==> src/rtl/sample_packer_pkg.sv <==
// Shared types for the sample packer: controller states and sticky error bit positions.
package sample_packer_pkg;

    typedef enum logic [1:0] {
        ST_IDLE    = 2'd0,
        ST_CAPTURE = 2'd1,
        ST_FLUSH   = 2'd2,
        ST_DRAIN   = 2'd3
    } state_t;

    localparam int ERR_LATE_WRITE = 0;
    localparam int ERR_OVERFLOW   = 1;
    localparam int NUM_ERRORS     = 2;

endpackage

==> src/rtl/packer_sync_fifo.sv <==
// Single-clock output word FIFO; head word is presented combinationally from storage.
module packer_sync_fifo
    import sample_packer_pkg::*;
#(
    parameter int pWIDTH = 64,
    parameter int pDEPTH = 4
) (
    input  logic              clk,
    input  logic              reset_n,
    input  logic              clear,
    input  logic              push,
    input  logic [pWIDTH-1:0] push_data,
    input  logic              pop,
    output logic [pWIDTH-1:0] head_data,
    output logic              full,
    output logic              empty
);
    localparam int PTR_W = $clog2(pDEPTH);
    localparam logic [PTR_W:0] DEPTH_C = (PTR_W+1)'(pDEPTH);

    logic [pWIDTH-1:0] mem [pDEPTH];
    logic [PTR_W-1:0]  wr_ptr;
    logic [PTR_W-1:0]  rd_ptr;
    logic [PTR_W:0]    count;
    logic              do_push;
    logic              do_pop;

    assign full      = (count == DEPTH_C);
    assign empty     = (count == '0);
    assign do_pop    = pop && !empty;
    // A pop in the same cycle frees the slot, so a full FIFO can still take a push.
    assign do_push   = push && (!full || do_pop);
    assign head_data = mem[rd_ptr];

    always_ff @(posedge clk or negedge reset_n) begin
        if (!reset_n) begin
            wr_ptr <= '0;
            rd_ptr <= '0;
            count  <= '0;
            for (int i = 0; i < pDEPTH; i++) begin
                mem[i] <= '0;
            end
        end else if (clear) begin
            wr_ptr <= '0;
            rd_ptr <= '0;
            count  <= '0;
        end else begin
            if (do_push) begin
                mem[wr_ptr] <= push_data;
                wr_ptr      <= wr_ptr + 1'b1;
            end
            if (do_pop) begin
                rd_ptr <= rd_ptr + 1'b1;
            end
            unique case ({do_push, do_pop})
                2'b10:   count <= count + 1'b1;
                2'b01:   count <= count - 1'b1;
                default: count <= count;
            endcase
        end
    end

endmodule

==> src/rtl/sample_packer.sv <==
// Packs full- or narrow-width samples MSB-first into output words and queues them for a consumer.
// state      | meaning
// ST_IDLE    | no capture in progress
// ST_CAPTURE | accepting samples into the accumulator
// ST_FLUSH   | pushing the zero-padded residue (if any)
// ST_DRAIN   | waiting for the consumer to empty the FIFO
module sample_packer
    import sample_packer_pkg::*;
#(
    parameter int pSAMPLE_WIDTH = 18,
    parameter int pNARROW_WIDTH = 8,
    parameter int pOUT_WIDTH    = 64,
    parameter int pDEPTH        = 4
) (
    input  logic                     clk,
    input  logic                     reset_n,
    input  logic                     enabled,
    input  logic                     capture_start,
    input  logic                     capture_done,
    input  logic                     I_narrow_mode,
    input  logic [pSAMPLE_WIDTH-1:0] I_data,
    input  logic                     I_wr,
    output logic                     I_full,
    output logic [pOUT_WIDTH-1:0]    O_data,
    output logic                     O_valid,
    input  logic                     O_ready,
    output logic                     capture_done_out,
    input  logic                     clear_fifo_errors,
    output logic [NUM_ERRORS-1:0]    fifo_errors
);
    localparam int ACC_W = pOUT_WIDTH + pSAMPLE_WIDTH - 1;
    localparam int CNT_W = $clog2(pOUT_WIDTH + pSAMPLE_WIDTH);
    localparam logic [CNT_W-1:0] ACC_W_C    = CNT_W'(ACC_W);
    localparam logic [CNT_W-1:0] OUT_W_C    = CNT_W'(pOUT_WIDTH);
    localparam logic [CNT_W-1:0] SAMPLE_W_C = CNT_W'(pSAMPLE_WIDTH);
    localparam logic [CNT_W-1:0] NARROW_W_C = CNT_W'(pNARROW_WIDTH);

    state_t                state, state_next;
    logic [ACC_W-1:0]      acc, acc_sum, sample_ext;
    logic [CNT_W-1:0]      cnt, cnt_sum, sample_w;
    logic                  narrow_q;
    logic                  start, wr_accept, word_ready, flush_push;
    logic                  fifo_push, fifo_clear, fifo_empty, fifo_full;
    logic                  overflow_set, late_set;
    logic [pOUT_WIDTH-1:0] push_data;

    assign start      = enabled && capture_start;
    assign fifo_clear = !enabled || capture_start;
    assign wr_accept  = enabled && !capture_start && (state == ST_CAPTURE) && I_wr && !fifo_full;
    assign flush_push = enabled && !capture_start && (state == ST_FLUSH) && (cnt != '0) && !fifo_full;
    assign overflow_set = enabled && !capture_start && (state == ST_CAPTURE) && I_wr && fifo_full;
    assign late_set     = enabled && !capture_start && I_wr &&
                          ((state == ST_FLUSH) || (state == ST_DRAIN));

    always_comb begin
        sample_ext = '0;
        if (narrow_q) begin
            sample_ext[pNARROW_WIDTH-1:0] = I_data[pNARROW_WIDTH-1:0];
        end else begin
            sample_ext[pSAMPLE_WIDTH-1:0] = I_data;
        end
    end

    // Valid bits sit left-aligned in the accumulator; a new sample lands just below them.
    assign sample_w   = narrow_q ? NARROW_W_C : SAMPLE_W_C;
    assign acc_sum    = acc | (sample_ext << (ACC_W_C - cnt - sample_w));
    assign cnt_sum    = cnt + sample_w;
    assign word_ready = (cnt_sum >= OUT_W_C);
    assign fifo_push  = (wr_accept && word_ready) || flush_push;
    assign push_data  = flush_push ? acc[ACC_W-1 -: pOUT_WIDTH] : acc_sum[ACC_W-1 -: pOUT_WIDTH];

    always_ff @(posedge clk or negedge reset_n) begin
        if (!reset_n) begin
            acc      <= '0;
            cnt      <= '0;
            narrow_q <= 1'b0;
        end else begin
            if (start) begin
                narrow_q <= I_narrow_mode;
            end
            if (fifo_clear || flush_push) begin
                acc <= '0;
                cnt <= '0;
            end else if (wr_accept) begin
                if (word_ready) begin
                    acc <= acc_sum << pOUT_WIDTH;
                    cnt <= cnt_sum - OUT_W_C;
                end else begin
                    acc <= acc_sum;
                    cnt <= cnt_sum;
                end
            end
        end
    end

    // Setting an error outranks clearing it in the same cycle.
    always_ff @(posedge clk or negedge reset_n) begin
        if (!reset_n) begin
            fifo_errors <= '0;
        end else if (start) begin
            fifo_errors <= '0;
        end else begin
            if (overflow_set) begin
                fifo_errors[ERR_OVERFLOW] <= 1'b1;
            end else if (clear_fifo_errors) begin
                fifo_errors[ERR_OVERFLOW] <= 1'b0;
            end
            if (late_set) begin
                fifo_errors[ERR_LATE_WRITE] <= 1'b1;
            end else if (clear_fifo_errors) begin
                fifo_errors[ERR_LATE_WRITE] <= 1'b0;
            end
        end
    end

    always_ff @(posedge clk or negedge reset_n) begin
        if (!reset_n) begin
            state <= ST_IDLE;
        end else begin
            state <= state_next;
        end
    end

    always_comb begin
        state_next = state;
        unique case (state)
            ST_IDLE:    state_next = ST_IDLE;
            ST_CAPTURE: if (capture_done) state_next = ST_FLUSH;
            ST_FLUSH:   if ((cnt == '0) || !fifo_full) state_next = ST_DRAIN;
            ST_DRAIN:   if (fifo_empty) state_next = ST_IDLE;
        endcase
        if (capture_start) begin
            state_next = ST_CAPTURE;
        end
        if (!enabled) begin
            state_next = ST_IDLE;
        end
    end

    always_comb begin
        capture_done_out = (state == ST_DRAIN) && fifo_empty && enabled && !capture_start;
    end

    assign I_full  = fifo_full;
    assign O_valid = !fifo_empty;

    packer_sync_fifo #(
        .pWIDTH (pOUT_WIDTH),
        .pDEPTH (pDEPTH)
    ) u_fifo (
        .clk       (clk),
        .reset_n   (reset_n),
        .clear     (fifo_clear),
        .push      (fifo_push),
        .push_data (push_data),
        .pop       (O_valid && O_ready),
        .head_data (O_data),
        .full      (fifo_full),
        .empty     (fifo_empty)
    );

endmodule
==> config.mk <==
export PLATFORM = sky130hd
export DESIGN_NAME = sample_packer
export DESIGN_NICKNAME = d
export VERILOG_FILES = /design/src/rtl/sample_packer_pkg.sv /design/src/rtl/packer_sync_fifo.sv /design/src/rtl/sample_packer.sv
export SDC_FILE = /design/constraint.sdc
export NUM_CORES = 1
export LEC_CHECK = 0
export BUFFER_PORTS_ARGS = -buffer_cell sky130_fd_sc_hd__buf_2
export CAP_MARGIN = 40
export CORE_ASPECT_RATIO = 1.2
export CORE_MARGIN = 2
export CORE_UTILIZATION = 50
export DETAILED_ROUTE_END_ITERATION = 8
export PLACE_DENSITY = 0.67
export SLEW_MARGIN = 0
export SYNTH_ARGS = -nofsm -noshare
export SYNTH_HDL_FRONTEND = slang
export SYNTH_HIERARCHICAL = 1
export SYNTH_SLANG_ARGS = --single-unit
export TNS_END_PERCENT = 5
==> constraint.sdc <==
create_clock -name clk -period 7.1 [get_ports clk]
set_clock_uncertainty 0.1 [all_clocks]
set_input_delay 0.355 -clock clk [delete_from_list [all_inputs] [get_ports clk]]
set_output_delay 0.355 -clock clk [all_outputs]
set_load 0.005 [all_outputs]
**Word level (Yosys, flattened, before mapping)**

Index checks and enable logic that the tools add are counted.

- Add/subtract/negate cells: 8
- $lt $le $gt $ge: 4
- Eq/ne operators: 9
- Shift operators: 1
- Muxes and demuxes: 31
- Bitwise operators: 4
- Reductions and logical operators: 41

Operator list:

| cell | number |
|---|---|
| 256-bit bitwise mux | 1 |
| 64-bit 2-to-1 mux | 4 |
| 81-bit 2-to-1 mux | 3 |
| 64-bit binary-select mux with 2-bit select | 1 |
| 64-bit demux with 2-bit select | 1 |
| 81-bit OR | 1 |
| 18-bit by 7-bit left shift with 81-bit output | 1 |
| 7-bit 2-to-1 mux | 3 |
| 2-bit 2-to-1 mux | 10 |
| 1-bit logical AND | 19 |
| 10-bit 2-to-1 mux | 1 |
| 3-bit nonzero test | 3 |
| 4-bit != test, second input constant | 2 |
| 2-bit one-hot mux with 4 select lines | 1 |
| 7-bit by 5-bit adder with 7-bit output | 1 |
| 7-bit >= comparator, second input constant | 1 |
| 7-bit zero test | 1 |
| 7-bit nonzero test | 1 |
| 7-bit by 5-bit subtractor with 7-bit output | 1 |
| 7-bit subtractor, first input constant | 1 |
| 7-bit subtractor, second input constant | 1 |
| 2-bit == test, second input constant | 3 |
| 3-bit >= comparator, second input constant | 2 |
| 1-bit logical OR | 6 |
| other kinds (19) | 29 |

- Register bits: 356
- Input bits: 27
- Word-level logic and storage cells: 111

**Depth between registers and ports, before layout**

Gate-level depths: netlist (run 1).

- Word-level depth: 11
- Gate-level depth with buffers: 14

**By module**

The synthesis (run 1) kept the hierarchy.

By module, submodules not included:

| module | instances | cells each | area each (um2) |
|---|---|---|---|
| packer_sync_fifo | 1 | 679 | 11883.9 |
| sample_packer | 1 | 758 | 6555.0 |

**Worst setup path after synthesis (run 1)**

Ideal clock, no wire load.

- Kind: register to register
- Start: register narrow_q
- End: register u_fifo.count[2]
- Library setup time: 0.082 ns
- Arrival: 3.656 ns
- Required time: 6.918 ns
- Path slack: 3.262 ns
- Stages on the path, launching flop included: 14
- Period minus slack after synthesis: 3.838 ns
- Path through: dfrtp_1 -> inv_1 -> ha_1 -> ha_1 -> a211oi_1 -> o21a_1 -> nor2_1 -> o21ai_0 -> clkbuf_1 -> nor2_1 -> fa_1 -> or3b_2 -> or3_1 -> a31oi_1

- Longest elaborated chain between the ends: 9

Ends and longest elaborated chain:

| what | RTL line | text |
|---|---|---|
| from (decl) | sample_packer.sv:41 | `logic narrow_q;` |
| from (signal assigned) | sample_packer.sv:79 | `narrow_q <= I_narrow_mode;` |
| 5-bit 2-to-1 mux * | sample_packer.sv:65 | `assign sample_w = narrow_q ? NARROW_W_C : SAMPLE_W_C;` |
| 7-bit by 5-bit adder with 7-bit output * | sample_packer.sv:67 | `assign cnt_sum = cnt + sample_w;` |
| 7-bit >= comparator * | sample_packer.sv:68 | `assign word_ready = (cnt_sum >= OUT_W_C);` |
| 1-bit logical AND * | sample_packer.sv:69 | `assign fifo_push = (wr_accept && word_ready) \|\| flush_push;` |
| 1-bit logical OR * | sample_packer.sv:69 |  |
| via fifo_push | sample_packer.sv:43 | `logic fifo_push, fifo_clear, fifo_empty, fifo_full;` |
| 1-bit logical AND * | packer_sync_fifo.sv:32 | `assign do_push = push && (!full \|\| do_pop);` |
| 2-bit by 1-bit == test with 1-bit output or 2-bit == test (tied branches) | packer_sync_fifo.sv:55 | `unique case ({do_push, do_pop})` |
| 3-bit one-hot mux with 2 select lines | packer_sync_fifo.sv:55 |  |
| 3-bit 2-to-1 mux | packer_sync_fifo.sv:43 | `end else if (clear) begin` |
| to (signal assigned) | packer_sync_fifo.sv:56 | `2'b10: count <= count + 1'b1;` |
| to (signal assigned) | packer_sync_fifo.sv:57 | `2'b01: count <= count - 1'b1;` |
| to (signal assigned) | packer_sync_fifo.sv:58 | `default: count <= count;` |
| to (decl) | packer_sync_fifo.sv:24 | `logic [PTR_W:0] count;` |

The timed path passes the listed nets; every way through them passes the cells marked *.
A chain may end at the register's enable or synchronous reset.

**Worst setup path after layout (run 1)**

- Start: register narrow_q
- End: register u_fifo/mem[241] in the netlist's numbering

RTL lines:

| what | RTL line | text |
|---|---|---|
| 5-bit 2-to-1 mux | sample_packer.sv:65 |  |
| 7-bit by 5-bit subtractor with 7-bit output | sample_packer.sv:66 | `assign acc_sum = acc \| (sample_ext << (ACC_W_C - cnt - sample_w));` |
| 18-bit by 7-bit left shift with 81-bit output * | sample_packer.sv:66 |  |
| 81-bit OR * | sample_packer.sv:66 |  |
| 64-bit 2-to-1 mux * | sample_packer.sv:70 | `assign push_data = flush_push ? acc[ACC_W-1 -: pOUT_WIDTH] : acc_sum[ACC_W-1 -: pOUT_WIDTH];` |
| via push_data[49] | sample_packer.sv:45 | `logic [pOUT_WIDTH-1:0] push_data;` |
| 256-bit bitwise mux * | packer_sync_fifo.sv:49 | `mem[wr_ptr] <= push_data;` |
| to (signal, indexed assignment) | packer_sync_fifo.sv:49 |  |
| to (decl) | packer_sync_fifo.sv:21 | `logic [pWIDTH-1:0] mem [pDEPTH];` |

Marks and branches as above.

==> results.cfg, run 1 <==
[synth]
netlist_area_sq_um = 18400
postSynth.asyncResetShare = 1.00
synth.ff_latch_count = 355
ys_warn_count = 6
synthFlopType = dfrtp_1
synth_edf_count = 0
syn_nets = 1485
synth_seq_area_share = 0.482
synth.top_cells.by_area = dfrtp_1 (48%), mux2_1 (11%), mux4_2 (8.4%)
avgSynthCellArea_sq_um = 12.8
yosysUniqueCellTypes = 72
synthMostInstantiatedCell = dfrtp_1
yosysTopAreaCellShare = 0.482
synth_area_leader_cell = dfrtp_1
yosys-top-cells-count = dfrtp_1 (355), mux2_1 (188), nor2_1 (83)
synthCells = 1437

[outcome]
status = finished clean

[drt]
postRouteWirelength_um = 47500
dr.pass1.iters = 5
drc = 0
ant_nets = 0
vias = 12600
drt-wirelength-per-cell_um = 23.5
avgViaCountPerCell = 6.24
dr.first_iter.drc_count = 1057

[placed_design]
post_dp_cell_area_sq_um = 19500
place_inst = 1944
routabilityCongestion = 0.960
pre_cts_ws_ns = 2.16
port_buffers = 95
detailed_place_hpwl_um = 32000

[cells_and_area]
area.growth.synth_to_final_pct = 13.0
design_area_sq_um = 20800
drive_gt1_frac = 0.248
nNetsFinal = 1562
stdcell_count = 2018
utilization = 0.569

[clock_tree]
clock_path_buffers = 3
clk_pin_slew_ns = 0.06
cts_setup_buffers = 0
cts_buffers = 37
cts_tree = built
clkLatencyLatePin_ns = 0.55
cts_max_level = 2
cts-resized-gates = 0
clkSinkCount = 355
ctsHoldBuffers = 5
clock_tree.root_cell = clkbuf_16

[timing]
hold_violations = 0
slew_headroom = 0.329
hold_ws_ns = 0.0461
finalCriticalPeriod_ns = 5.08
fmaxAchievable_mhz = 197
setup-tns-final_ns = 0
slew_violations = 0
fin_crit_sh = 0.716
fin_ws_ns = 2.02
tightest_slew_ns = 1.01
setup_viol = 0
rsz0062_at_grt = false

[power]
power_density_nw_per_um2 = 247
peakVddDrop_v = 0.000201
total_power_mw = 5.15
p_leak_nw = 10.0

[worst_setup_path]
cp.arrival_ns = 5.45
critical_path.cell_chain = inv_1, ha_1, ha_1, and3b_1, or3_1, and2_1, buf_4, nor2_1, buf_4, a21oi_1, o21bai_1, mux2_4
cp.required_ns = 7.47
start_kind = flop
slowest_stage = dfrtp_1
worstSetupEndpointType = flop
crit_type = flop to flop
cp_top_family = simple AND/OR/NAND/NOR gates
path_buf_inv = 3
cpPeakStageDelay_ns = 0.68
cp_max_fo = 24

[global_routing]
grt_max_degree = 172
grt_pass1_vias = 12800
grt_usage = 0.254
grt_overflow = 0
grt_antenna_before_repair = 4
grt_pass1_wl_um = 75600

[floorplan]
io_pins = 96
core_area_sq_um = 36600
fp.dieH_um = 214
die_x_um = 179
die_area_sq_um = 38400
rows = 77
initial_core_util = 0.504

[hold_path]
hp-class = input pin to flop

[flow_run]
drv_cap = 0
state kept, by name (all words and copies together), names as in the netlist, 2 cells and up:
signal / flops
u_fifo/count: 3
state: 2
fifo_errors: 2
u_fifo/mem: 256
u_fifo/wr_ptr: 2
u_fifo/rd_ptr: 2
acc: 81
cnt: 6
tightest hold or removal path, delay by kind of cell:
family	cells	cell delay (ns)
buf+inv	1	0.12
compound gates	2	0.17
cell type report:
class	count	area, sq um
clock inverter	12	139
antenna	1	2.50
sequential	355	8890
clock buffer	56	1160
inverter	19	71.3
timing repair buffer	143	1030
multi-input combinational	958	8960
tap	474	593
fill	2984	15800
report_power, final:
group / switching, mW / internal (mW) / leakage, nW
clock: 0.815 / 1.21 / 0.646
sequential: 0.0142 / 2.04 / 4.95
combinational: 0.773 / 0.300 / 4.45
layer usage:
| layer | vias up | track usage | part of all wire | wire length, um |
|---|---|---|---|---|
| li1 | 5561 | - | - | - |
| met1 | 6517 | 0.374 | 0.45 | 21300 |
| met2 | 411 | 0.381 | 0.46 | 21800 |
| met3 | 100 | 0.0456 | 0.061 | 2880 |
| met4 | 2 | 0.0858 | 0.033 | 1570 |
| met5 | - | 0 | 0.00015 | 7 |
worst paths after layout:
kind | to | slack (ns) | from | cells past startpoint
min in group asynchronous | fifo_errors[1] | 0.32 | reset_n | 2
max reg2reg | u_fifo/mem[241] | 2.02 | narrow_q | 12
max | u_fifo/mem[241] | 2.02 | narrow_q | 12
max in group asynchronous | u_fifo/mem[171] | 5.12 | reset_n | 3
min | fifo_errors[0] | 0.05 | I_wr | 3
min reg2reg | u_fifo/mem[92] | 0.38 | u_fifo/mem[92] | 1
cell usage in the layout, fill, tap and decap left out, drive strengths merged, types with 29 or more instances in the layout:
| cell | synthesis | layout |
|---|---|---|
| a21o | 33 | 33 |
| a21oi | 63 | 63 |
| buf | 60 | 138 |
| clkbuf | 45 | 56 |
| dfrtp | 355 | 355 |
| mux2 | 266 | 266 |
| mux4 | 69 | 69 |
| nand2 | 66 | 66 |
| nor2 | 83 | 83 |
| nor3 | 29 | 29 |
| o21ai | 36 | 36 |
logic make-up after synthesis:
| group | Yosys count | synth area share |
|---|---|---|
| compound gates | 298 | 0.116 |
| simple gates | 267 | 0.0706 |
| flops | 355 | 0.482 |
| mux | 360 | 0.273 |
| fa+ha+maj | 21 | 0.0151 |
| xor+xnor | 12 | 0.00570 |
| buf+inv | 124 | 0.0384 |
(Power assumes the default switching activity.)
==> inputs of run 2 (changes only) <==
Clock period 7.1 ns to 5.2 ns, I/O delays scaled along.
==> results.cfg, run 2 (synthesized netlist as in run 1, its figures left out) <==
[clock_tree]
clkSinkCount = 355
clkLatencyLatePin_ns = 0.55
cts_tree = built
cts-resized-gates = 0
clock_tree.root_cell = clkbuf_16
clk_pin_slew_ns = 0.07
cts_buffers = 37
ctsHoldBuffers = 7
cts_max_level = 2
cts_setup_buffers = 0
clock_path_buffers = 3

[cells_and_area]
antennaDiodeCount = 0
drive_gt1_frac = 0.243
mostFrequentLayoutCells = dfrtp_1 (353), mux2_1 (188), buf_2 (94)
nNetsFinal = 1565
final_common_cell = dfrtp_1
reg.largest.list = u_fifo/mem: 256 flops, acc: 81 flops, cnt: 6 flops
largest_reg_flops = 256
largest_register = u_fifo/mem
area.growth.synth_to_final_pct = 12.4

[power]
power_density_nw_per_um2 = 335
p_comb_frac = 0.211
peakVddDrop_v = 0.000274
p_sw_frac = 0.313
total_power_mw = 6.95
p_leak_nw = 10.0
clkPwrFrac = 0.386
seqPwrFrac = 0.403
p_switching_mw = 2.17
p_int_mw = 4.78

[drt]
dr.first_iter.drc_count = 954
dr.pass1.iters = 5
drc = 0
postRouteWirelength_um = 47300
ant_nets = 0
drt-wirelength-per-cell_um = 23.5
vias = 12500
avgViaCountPerCell = 6.23

[timing]
hold_violations = 0
setup_viol = 0
slew_violations = 0
fin_crit_sh = 0.814
setup-tns-final_ns = 0
finalCriticalPeriod_ns = 4.23
tightest_slew_ns = 0.878
fmaxAchievable_mhz = 236
rsz0062_at_grt = false
slew_headroom = 0.410

[global_routing]
grt_pass1_wl_um = 75500
grt_overflow = 0
grt_max_degree = 126
grt_antenna_before_repair = 1
grt_pass1_vias = 12900
grt_usage = 0.253

[worst_setup_path]
cp_max_fo = 58
reg2reg_depth = 11
cpPeakStageDelay_ns = 0.61
cpMostUsedCell = ha_1
start_kind = flop
path_buf_inv = 3
cp.required_ns = 5.51
slowest_stage = nor3_1
ff2ff_setup_slack_ns = 0.97
cp.arrival_ns = 4.54
path_depth = 11
crit_type = flop to flop
worstSetupEndpointType = flop
cp_top_family = simple AND/OR/NAND/NOR gates
critical_path.cell_chain = inv_1, ha_1, ha_1, a211oi_1, nor3_1, nor2_1, o21ai_0, buf_4, nor4bb_4, buf_12, mux2_1

[hold_path]
hp-class = input pin to flop
min_path_cells = 6

[floorplan]
io_pins = 96
initial_core_util = 0.504
die_x_um = 179
fp.dieH_um = 214
die_area_sq_um = 38400
core_area_sq_um = 36600
rows = 77

[placed_design]
detailed_place_hpwl_um = 31900
routabilityCongestion = 0.960
port_buffers = 95

[flow_run]
drv_cap = 0

[outcome]
status = finished clean
-- run 2: layer usage --
metal | share of wire | global-route usage
met2 | 0.46 | 0.387
met5 | 0 | 0
met4 | 0.035 | 0.0898
met3 | 0.054 | 0.0360
met1 | 0.45 | 0.369
-- run 2: worst reg2reg max path, cell delays in order, from the launching register on --
cell      delay (ns)
dfrtp_1         0.34
inv_1           0.17
ha_1            0.42
ha_1            0.20
a211oi_1        0.10
nor3_1          0.61
nor2_1          0.25
o21ai_0         0.22
buf_4           0.22
nor4bb_4        0.60
buf_12          0.39
mux2_1          0.49
-- run 2: final cells by class --
type	count	area, sq um
Clock buffer	53	1070
Clock inverter	9	146
Fill cell	3027	15900
Inverter	19	71.3
Multi-Input combinational cell	958	8960
Sequential cell	355	8890
Tap cell	474	593
Timing Repair Buffer	146	1000
-- run 2: path summary, 6_finish.rpt --
| path | to | startpoint |
|---|---|---|
| worst max-delay path | u_fifo/mem[186] | narrow_q |
| worst min-delay path | cnt[4] | I_wr |
| worst max register to register | u_fifo/mem[186] | narrow_q |
| worst min register to register | u_fifo/mem[86] | u_fifo/mem[86] |
| max in group asynchronous | u_fifo/mem[1] | reset_n |
| min in group asynchronous | state[0] | reset_n |
-- run 2: power groups by stage --
stage	combinational, mW	sequential (mW)	clock [mW]
floorplan	0.878	2.85	0
global placement	1.40	2.85	0
CTS	1.43	2.80	2.75
detailed placement	1.42	2.85	0
global route	1.56	2.80	2.85
finish	1.46	2.80	2.69
-- run 2: per-stage QoR --
step	instance area, sq um	instances	util	hold slack (ns)	setup slack [ns]
6_report	20700	2014	0.566	0.144	0.965
5_1_grt	20700	2014	0.566	0.173	0.627
4_1_cts	20700	2014	0.566	0.129	0.993
3_5_place_dp	19400	1945	0.531	0.211	1.05
3_3_place_gp	19400	1938	0.529	0.207	1.11
2_1_floorplan	18400	1437	-	-0.136	1.36
